[config.mk]
export PLATFORM = sky130hd
export DESIGN_NAME = ssd1306_spi_sink
export DESIGN_NICKNAME = d
export VERILOG_FILES = /design/src/rtl/ssd1306_spi_sink.sv
export SDC_FILE = /design/constraint.sdc
export NUM_CORES = 1
export LEC_CHECK = 0
export BUFFER_PORTS_ARGS = -buffer_cell sky130_fd_sc_hd__buf_2
export CAP_MARGIN = 40
export CORE_MARGIN = 10
export CORE_UTILIZATION = 52
export DETAILED_ROUTE_END_ITERATION = 16
export PLACE_DENSITY = 0.71
export SLEW_MARGIN = 10
export SYNTH_ARGS = -nofsm -noshare
export SYNTH_HDL_FRONTEND = slang
export SYNTH_SLANG_ARGS = --single-unit
export TNS_END_PERCENT = 30
[constraint.sdc]
create_clock -name i_Clk -period 3.35 [get_ports i_Clk]
set_clock_uncertainty 0.15 [all_clocks]
set_input_delay 0 -clock i_Clk [delete_from_list [all_inputs] [get_ports i_Clk]]
set_output_delay 0 -clock i_Clk [all_outputs]
set_load 0.1 [all_outputs]
[src/rtl/ssd1306_spi_sink.sv]
// SSD1306 panel-side 4-wire SPI receiver: deserializes MOSI, parses commands, emits frame-buffer writes.
// Latency: one i_Clk from the 8th detected SCLK rise to the strobe; optional CS via SSD1306_SINK_CS_EN.
// Backpressure: none, sink always accepts; SCLK must hold each level for at least one i_Clk.
module ssd1306_spi_sink #(
  parameter int SYNC_STAGES = 2,
  parameter int COLS        = 128,
  parameter int PAGES       = 8
) (
  input  logic       i_Clk,
  input  logic       i_Rst_L,
  input  logic       i_SPI_Clk,
  input  logic       i_SPI_MOSI,
  input  logic       i_DC,
`ifdef SSD1306_SINK_CS_EN
  input  logic       i_SPI_CS_n,
`endif
  output logic       o_FB_WE,
  output logic [9:0] o_FB_ADDR,
  output logic [7:0] o_FB_DATA,
  output logic       o_Cmd_DV,
  output logic [7:0] o_Cmd_Byte,
  output logic       o_Frame_Done,
  output logic       o_Display_On,
  output logic [7:0] o_Contrast,
  output logic [1:0] o_Addr_Mode
);
  localparam int CW = $clog2(COLS);
  localparam int PW = $clog2(PAGES);

  typedef enum logic {S_IDLE = 1'b0, S_ARG = 1'b1} state_t;

  logic [SYNC_STAGES-1:0] sclk_sync_q, mosi_sync_q, dc_sync_q;
  logic                   sclk_prev_q;
  logic                   sclk_s, mosi_s, dc_s, cs_s;

  always_ff @(posedge i_Clk) begin
    if (!i_Rst_L) begin
      sclk_sync_q <= '0;
      mosi_sync_q <= '0;
      dc_sync_q   <= '0;
      sclk_prev_q <= 1'b0;
    end else begin
      sclk_sync_q[0] <= i_SPI_Clk;
      mosi_sync_q[0] <= i_SPI_MOSI;
      dc_sync_q[0]   <= i_DC;
      for (int i = 1; i < SYNC_STAGES; i++) begin
        sclk_sync_q[i] <= sclk_sync_q[i-1];
        mosi_sync_q[i] <= mosi_sync_q[i-1];
        dc_sync_q[i]   <= dc_sync_q[i-1];
      end
      sclk_prev_q <= sclk_s;
    end
  end

  assign sclk_s = sclk_sync_q[SYNC_STAGES-1];
  assign mosi_s = mosi_sync_q[SYNC_STAGES-1];
  assign dc_s   = dc_sync_q[SYNC_STAGES-1];

`ifdef SSD1306_SINK_CS_EN
  logic [SYNC_STAGES-1:0] cs_sync_q;
  always_ff @(posedge i_Clk) begin
    if (!i_Rst_L) begin
      cs_sync_q <= '1;
    end else begin
      cs_sync_q[0] <= i_SPI_CS_n;
      for (int i = 1; i < SYNC_STAGES; i++) cs_sync_q[i] <= cs_sync_q[i-1];
    end
  end
  assign cs_s = cs_sync_q[SYNC_STAGES-1];
`else
  assign cs_s = 1'b0;
`endif

  state_t        state_q, state_d;
  logic [2:0]    bit_cnt_q, bit_cnt_d;
  logic [6:0]    shift_q, shift_d;
  logic [7:0]    op_q, op_d;
  logic [1:0]    arg_cnt_q, arg_cnt_d;
  logic [6:0]    arg0_q, arg0_d;
  logic [CW-1:0] col_start_q, col_start_d, col_end_q, col_end_d, col_ptr_q, col_ptr_d;
  logic [PW-1:0] page_start_q, page_start_d, page_end_q, page_end_d, page_ptr_q, page_ptr_d;
  logic          fb_we_q, fb_we_d, cmd_dv_q, cmd_dv_d, frame_done_q, frame_done_d;
  logic          display_on_q, display_on_d;
  logic [9:0]    fb_addr_q, fb_addr_d;
  logic [7:0]    fb_data_q, fb_data_d, cmd_byte_q, cmd_byte_d, contrast_q, contrast_d;
  logic [1:0]    mode_q, mode_d;
  logic          byte_vld;
  logic [7:0]    byte_dat;

  function automatic logic [CW-1:0] inc_col(input logic [CW-1:0] p, input logic [CW-1:0] s,
                                            input logic [CW-1:0] e);
    return (p == e) ? s : CW'(p + 1'b1);
  endfunction

  function automatic logic [PW-1:0] inc_page(input logic [PW-1:0] p, input logic [PW-1:0] s,
                                             input logic [PW-1:0] e);
    return (p == e) ? s : PW'(p + 1'b1);
  endfunction

  always_comb begin
    state_d      = state_q;
    bit_cnt_d    = bit_cnt_q;
    shift_d      = shift_q;
    op_d         = op_q;
    arg_cnt_d    = arg_cnt_q;
    arg0_d       = arg0_q;
    col_start_d  = col_start_q;
    col_end_d    = col_end_q;
    col_ptr_d    = col_ptr_q;
    page_start_d = page_start_q;
    page_end_d   = page_end_q;
    page_ptr_d   = page_ptr_q;
    fb_we_d      = 1'b0;
    cmd_dv_d     = 1'b0;
    frame_done_d = 1'b0;
    fb_addr_d    = fb_addr_q;
    fb_data_d    = fb_data_q;
    cmd_byte_d   = cmd_byte_q;
    display_on_d = display_on_q;
    contrast_d   = contrast_q;
    mode_d       = mode_q;
    byte_vld     = 1'b0;
    byte_dat     = {shift_q, mosi_s};

    // Deselected: framing restarts, but the parser keeps any pending arguments.
    if (cs_s) begin
      bit_cnt_d = 3'd0;
      shift_d   = 7'd0;
    end else if (sclk_s && !sclk_prev_q) begin
      shift_d   = {shift_q[5:0], mosi_s};
      bit_cnt_d = bit_cnt_q + 3'd1;
      byte_vld  = (bit_cnt_q == 3'd7);
    end

    if (byte_vld && dc_s) begin
      fb_we_d      = 1'b1;
      fb_addr_d    = {page_ptr_q, col_ptr_q};
      fb_data_d    = byte_dat;
      frame_done_d = (mode_q != 2'd2) && (col_ptr_q == col_end_q) && (page_ptr_q == page_end_q);
      state_d      = S_IDLE;
      arg_cnt_d    = 2'd0;
      case (mode_q)
        2'd0: begin
          col_ptr_d = inc_col(col_ptr_q, col_start_q, col_end_q);
          if (col_ptr_q == col_end_q) page_ptr_d = inc_page(page_ptr_q, page_start_q, page_end_q);
        end
        2'd1: begin
          page_ptr_d = inc_page(page_ptr_q, page_start_q, page_end_q);
          if (page_ptr_q == page_end_q) col_ptr_d = inc_col(col_ptr_q, col_start_q, col_end_q);
        end
        default: col_ptr_d = inc_col(col_ptr_q, col_start_q, col_end_q);
      endcase
    end else if (byte_vld) begin
      cmd_dv_d   = 1'b1;
      cmd_byte_d = byte_dat;
      if (state_q == S_IDLE) begin
        op_d      = byte_dat;
        arg_cnt_d = 2'd0;
        case (byte_dat) inside
          8'h21, 8'h22:                                       arg_cnt_d = 2'd2;
          8'h20, 8'h81, 8'hA8, 8'hD3, 8'hD5, 8'hD9, 8'hDA,
          8'hDB, 8'h8D:                                       arg_cnt_d = 2'd1;
          8'hAE:                                              display_on_d = 1'b0;
          8'hAF:                                              display_on_d = 1'b1;
          [8'hB0:8'hB7]:                                      page_ptr_d = byte_dat[PW-1:0];
          [8'h00:8'h0F]:                                      col_ptr_d[3:0] = byte_dat[3:0];
          [8'h10:8'h17]:                                      col_ptr_d[6:4] = byte_dat[2:0];
          default: ;
        endcase
        if (arg_cnt_d != 2'd0) state_d = S_ARG;
      end else begin
        arg_cnt_d = arg_cnt_q - 2'd1;
        if (arg_cnt_q == 2'd1) state_d = S_IDLE;
        // Window commands commit both bounds together on the second argument.
        case (op_q)
          8'h20: mode_d = (byte_dat[1:0] == 2'd3) ? 2'd2 : byte_dat[1:0];
          8'h81: contrast_d = byte_dat;
          8'h21: begin
            if (arg_cnt_q == 2'd2) begin
              arg0_d = byte_dat[6:0];
            end else begin
              col_start_d = arg0_q[CW-1:0];
              col_end_d   = byte_dat[CW-1:0];
              col_ptr_d   = arg0_q[CW-1:0];
            end
          end
          8'h22: begin
            if (arg_cnt_q == 2'd2) begin
              arg0_d = byte_dat[6:0];
            end else begin
              page_start_d = arg0_q[PW-1:0];
              page_end_d   = byte_dat[PW-1:0];
              page_ptr_d   = arg0_q[PW-1:0];
            end
          end
          default: ;
        endcase
      end
    end
  end

  always_ff @(posedge i_Clk) begin
    if (!i_Rst_L) begin
      state_q      <= S_IDLE;
      bit_cnt_q    <= 3'd0;
      shift_q      <= 7'd0;
      op_q         <= 8'h00;
      arg_cnt_q    <= 2'd0;
      arg0_q       <= 7'd0;
      col_start_q  <= '0;
      col_end_q    <= CW'(COLS - 1);
      col_ptr_q    <= '0;
      page_start_q <= '0;
      page_end_q   <= PW'(PAGES - 1);
      page_ptr_q   <= '0;
      fb_we_q      <= 1'b0;
      cmd_dv_q     <= 1'b0;
      frame_done_q <= 1'b0;
      fb_addr_q    <= 10'd0;
      fb_data_q    <= 8'h00;
      cmd_byte_q   <= 8'h00;
      display_on_q <= 1'b0;
      contrast_q   <= 8'h7F;
      mode_q       <= 2'd2;
    end else begin
      state_q      <= state_d;
      bit_cnt_q    <= bit_cnt_d;
      shift_q      <= shift_d;
      op_q         <= op_d;
      arg_cnt_q    <= arg_cnt_d;
      arg0_q       <= arg0_d;
      col_start_q  <= col_start_d;
      col_end_q    <= col_end_d;
      col_ptr_q    <= col_ptr_d;
      page_start_q <= page_start_d;
      page_end_q   <= page_end_d;
      page_ptr_q   <= page_ptr_d;
      fb_we_q      <= fb_we_d;
      cmd_dv_q     <= cmd_dv_d;
      frame_done_q <= frame_done_d;
      fb_addr_q    <= fb_addr_d;
      fb_data_q    <= fb_data_d;
      cmd_byte_q   <= cmd_byte_d;
      display_on_q <= display_on_d;
      contrast_q   <= contrast_d;
      mode_q       <= mode_d;
    end
  end

  assign o_FB_WE      = fb_we_q;
  assign o_FB_ADDR    = fb_addr_q;
  assign o_FB_DATA    = fb_data_q;
  assign o_Cmd_DV     = cmd_dv_q;
  assign o_Cmd_Byte   = cmd_byte_q;
  assign o_Frame_Done = frame_done_q;
  assign o_Display_On = display_on_q;
  assign o_Contrast   = contrast_q;
  assign o_Addr_Mode  = mode_q;
endmodule

Word-level counts from Yosys, hierarchy flattened
Cells that the tools add are included.

Add/sub/neg operators: 4. $lt $le $gt $ge: 6. Eq/ne operators: 37. Mux-type cells: 49. Bitwise operators: 6. Reduce and logical (&&, ||, !) cells: 31.

Operator list (count): 8-bit == test, second input constant (11); 3-bit 2-to-1 mux (19); 7-bit 2-to-1 mux (8); 8-bit by 6-bit == test with 1-bit output, second input constant (6); 3-bit != test, second input constant (9); 4-bit 2-to-1 mux (6); 10-bit AND reduction (2); 5-bit AND reduction (3); 2-bit 2-to-1 mux (6); 11-bit AND reduction (1); 1-bit 2-to-1 mux (9); 3-bit by 1-bit != test with 1-bit output, second input constant (3); 3-bit nonzero test (3); 9-bit OR reduction (1); 8-bit by 1-bit greater-or-equal comparator with 1-bit output, second input constant (1); 8-bit by 5-bit greater-or-equal comparator with 1-bit output, second input constant (1); 8-bit greater-or-equal comparator, second input constant (1); 8-bit by 4-bit <= comparator with 1-bit output, second input constant (1); 8-bit by 5-bit <= comparator with 1-bit output, second input constant (1); 8-bit <= comparator, second input constant (1); 4-bit AND reduction (2); 7-bit by 1-bit adder with 7-bit output, second input constant (1); 7-bit == test (1); 1-bit logical AND (7); 16 further kinds (29).

Register bits after elaboration: 105. Bits of input ports: 5. Output and inout bits: 40.

Longest topological paths before layout
Word-level depth: 12. Depth in mapped cells: 9. Depth with buffers taken out: 7.

Worst setup path before layout
OpenSTA, ideal clock, no wires.

Kind: reg2reg. Start: reg mode_q[1] (netlist: o_Addr_Mode[1]). End: reg col_ptr_q[2]. Setup time: 0.122 ns. Arrival time: 2.197 ns. Data required time: 3.078 ns. Setup slack: 0.881 ns. Stages on the path, launching flop included: 6. Cell sequence: dfxtp_1 nand3b_1 a31oi_1 or4_1 buf_2 o311a_1.

Word-level cells in the longest chain between the ends: 3.

Ends and longest elaborated chain: from (decl) (line 86) `logic [1:0] mode_q, mode_d;`; from (signal assigned) (line 246) `mode_q <= mode_d;`; 2-bit by 1-bit == test with 1-bit output (*) (line 142) `case (mode_q)`; 3-bit != test (no line) / 7-bit 2-to-1 mux (equally long branches); 10-bit AND reduction (no line) / 7-bit 2-to-1 mux (equally long branches); to (signal assigned) (line 234) `col_ptr_q <= col_ptr_d;`; to (decl) (line 80) `logic [CW-1:0] col_start_q, col_start_d, col_end_q, col_end_d, col_ptr_q, col_ptr_d;`.

Mark *: on every way between the ends. The rest lies on a longest branch, timed or not. A chain may end at the register's enable or synchronous reset.

Worst setup path after layout
Start: reg arg_cnt_q[0]. End: reg col_ptr_q[1].

Word-level cells in the longest chain between the ends: 3.

Ends and longest elaborated chain: from (decl) (line 78) `logic [1:0] arg_cnt_q, arg_cnt_d;`; from (signal assigned) (line 230) `arg_cnt_q <= arg_cnt_d;`; 2-bit == test (line 179) `if (arg_cnt_q == 2'd2) begin`; 3-bit != test (no line); 10-bit AND reduction (no line).

Every way passes these cells.

==> results.txt <==
Vert. Die Dim: 114 um
Hold WC Path Type: in -> reg
worst path cell trace: inv_1, ha_1, nor3b_1, a31oi_1, or4_1, a311o_1, a21oi_2
Initial Util: 53.3%
CTS tree: yes
clock period minus worst slack: 2.59 ns
slowest stage delay, CP: 0.70 ns
Top FF cell, synth: dfxtp_1
final setup vio count: 0
fillers: 802
fin crit share: 77.2%
largest net degree at the start of global routing: 47
register share of total power: 60.3%
GPL Wtd Cong: 0.896
Logic pwr share: 2.3%
Yosys top cell by area: dfxtp_1
Placed Cells: 685
Clk pwr share: 37.5%
first-pass GRT wire length: 19.5 mm
CP arrival: 2.73 ns
Clk Latency, worst-skew pair: 0.36 ns
DR WL/cell: 16.8 um
FF+latch count, synth: 105
post-route core utilization: 59.2%
pre-CTS setup slack: 0.843 ns
nets: 604
worst reg2reg path endpoint: col_ptr_q[1]$_SDFFE_PN0P_
max_slew headroom: 43.8%
most frequent cell after synthesis: nand2_1
Syn. warnings: 0
crit path launch type: register
Starting DRT DRC Count: 324
Cell Area, Synth: 4620 um^2
maximum VDD drop: 231 uV
# diodes: 0
IO Pins: 45
final cell count without fillers: 706
Post-route DRC: 0
Total Neg Setup Slack: 0 ns
Reg-to-Reg Start: arg_cnt_q[0]$_SDFFE_PP0N_
Port Buffers: 44
final setup margin: 0.764 ns
die area: 13100 um^2
Worst Hold Launch: i_DC
FF-to-FF path depth: 7
status: finished, final reports clean
Final Hold Vio Count: 0
mean post-synth cell area: 8.17 um^2
worst slew pin tran: 0.842 ns
max_cap viols: 0
core area: 8680 um^2
RSZ-0062 raised after global routing: false
Worst-path clk slew: 0.10 ns
Multi-input gate area: 2330 um^2
Cell Pwr Density: 407 nW/um^2
Root Driver: clkbuf_8
drt total wl: 11.8 mm
syn_nets: 577
Cell Int Power: 0.00162 W
Post-synth EDFFs: 0
largest fanout on the critical path: 8
slowest CP cell: or4_1
area delta synth->final: 11.1%
post-CTS sizing: 0
vias in the first global route: 3866
R2R setup slack: 0.76 ns
global router's overall resource usage: 18.0%
FF+latch area: 2100 um^2
ranking of synthesized cells by area: dfxtp_1 45%, nand2_1 11%, a21oi_1 7.5%
CTS Buffer Depth: 2
CP Class: reg -> reg
f_max: 387 MHz
Yosys cell types: 54
cts bufs inserted: 9
CP required: 3.49 ns
Vias: 4088
crit end category: register
Synth top area share: 45.5%
post-synthesis sequential area ratio: 45.5%
Hold EP: dc_sync_q[0]$_SDFF_PN0_
Sw Share: 22.4%
Switch Pwr: 0.000469 W
hold path cells: 3
clock sink count: 105
Die Span X: 114 um
share of cells above drive strength 1: 12.4%
gr ovfl total: 0
most frequent cells after synthesis: 133 x nand2_1, 105 x dfxtp_1, 69 x a21oi_1, 38 x clkbuf_1, 26 x o21ai_0
post-DR vias/cell: 5.79
drt pass-1 iters: 5
leakage: 2.03 nW
worst hold slack: 0.221 ns
initial antenna violation count: 0
# rows: 34
Synth Instances: 566
max-slew violations: 0
HPWL after DPL: 7.97 mm
ys async rst share: 0%
H-tree depth: 3
ANT nets after route: 0
==> power by group through the flow <==
stage	Clock [W]	Combinational [W]	Sequential, W
CTS	0.000799	0.0000467	0.00126
global route	0.000848	0.0000509	0.00126
floorplan	0	0.0000329	0.00128
global placement	0	0.0000418	0.00129
detailed placement	0	0.0000421	0.00129
finish	0.000782	0.0000474	0.00126
==> area by class of cell <==
cell class	count	share of cell area, %
multi-input combinational	412	45.4
sequential	105	40.9
timing repair buffer	60	6.87
clock inverter	5	1.22
clock buffer	11	2.56
tap	108	2.63
inverter	5	0.365
==> through the flow <==
step / cell area [um^2] / total power (W)
final: 5130 / 0.00209
after floorplan: 4620 / 0.00132
after detailed placement: 4890 / 0.00133
after global placement: 4890 / 0.00133
after CTS: 5130 / 0.00210
after global routing: 5130 / 0.00216
==> cell usage in the layout (no fill, tap or decap), drive strengths merged, types with 12 or more instances in the layout <==
master and count:
nand2 133, dfxtp 105, a21oi 70, buf 55, o21ai 27, mux2i 24
nor2 21, nand3 16, xor2 12, nor2b 12
==> per-layer routing <==
metal  GRT usage (%)  routed length, um  vias up
li1                -                  -     1997
met1            23.6               5330     1928
met2            29.0               5690      150
met3            3.77                693       13
met4            5.26                117        0
met5               0                  0        -
==> critical path, delay by kind of cell (launching register included) <==
kind,cells,cell delay (ns)
buffers and inverters,1,0.06
adders and majority gates,1,0.23
and+or+nand+nor,2,1.02
AOI/OAI and AO/OA,3,0.67
DFF,1,0.39
==> worst max path at each step <==
stage | startpoint | cells past startpoint | endpoint | slack, ns
after floorplan | o_Addr_Mode[1]$_SDFFE_PN1P_ | 5 | col_ptr_q[2]$_SDFFE_PN0P_ | 0.88
after global placement | arg_cnt_q[0]$_SDFFE_PP0N_ | 6 | col_ptr_q[0]$_SDFFE_PN0P_ | 0.92
after detailed placement | arg_cnt_q[0]$_SDFFE_PP0N_ | 6 | col_ptr_q[2]$_SDFFE_PN0P_ | 0.84
after CTS | bit_cnt_q[0]$_SDFFE_PN0P_ | 7 | col_start_q[0]$_SDFFE_PN0P_ | 0.81
after global routing | bit_cnt_q[0]$_SDFFE_PN0P_ | 7 | col_start_q[3]$_SDFFE_PN0P_ | 0.51
final | arg_cnt_q[0]$_SDFFE_PP0N_ | 7 | col_ptr_q[1]$_SDFFE_PN0P_ | 0.76
==> flip-flops by register name, summed over array words and instances (netlist names), 3 cells and up <==
register      count
arg0_q            7
bit_cnt_q         3
col_end_q         7
col_ptr_q         7
col_start_q       7
o_Cmd_Byte        8
o_Contrast        8
o_FB_ADDR        10
o_FB_DATA         8
op_q              8
page_end_q        3
page_ptr_q        3
page_start_q      3
shift_q           7
==> cells by family (layout without fill, tap and decap cells) <==
logic type      count (synthesis)  after routing  synth area share, %
compound gates                126            126                 15.8
xor+xnor                       18             18                 3.41
fa+ha+maj                       7              7                 1.84
buf+inv                        49             81                 4.06
flops                         105            105                 45.5
mux                            25             25                 5.44
simple gates                  236            236                 24.0
==> repair_timing <==
action / in CTS / in global routing
endpoints found under the hold margin: 4 / 0
hold buffers: 5 / 0
buffers inserted: 0 / 0
(Power assumes the default switching activity.)
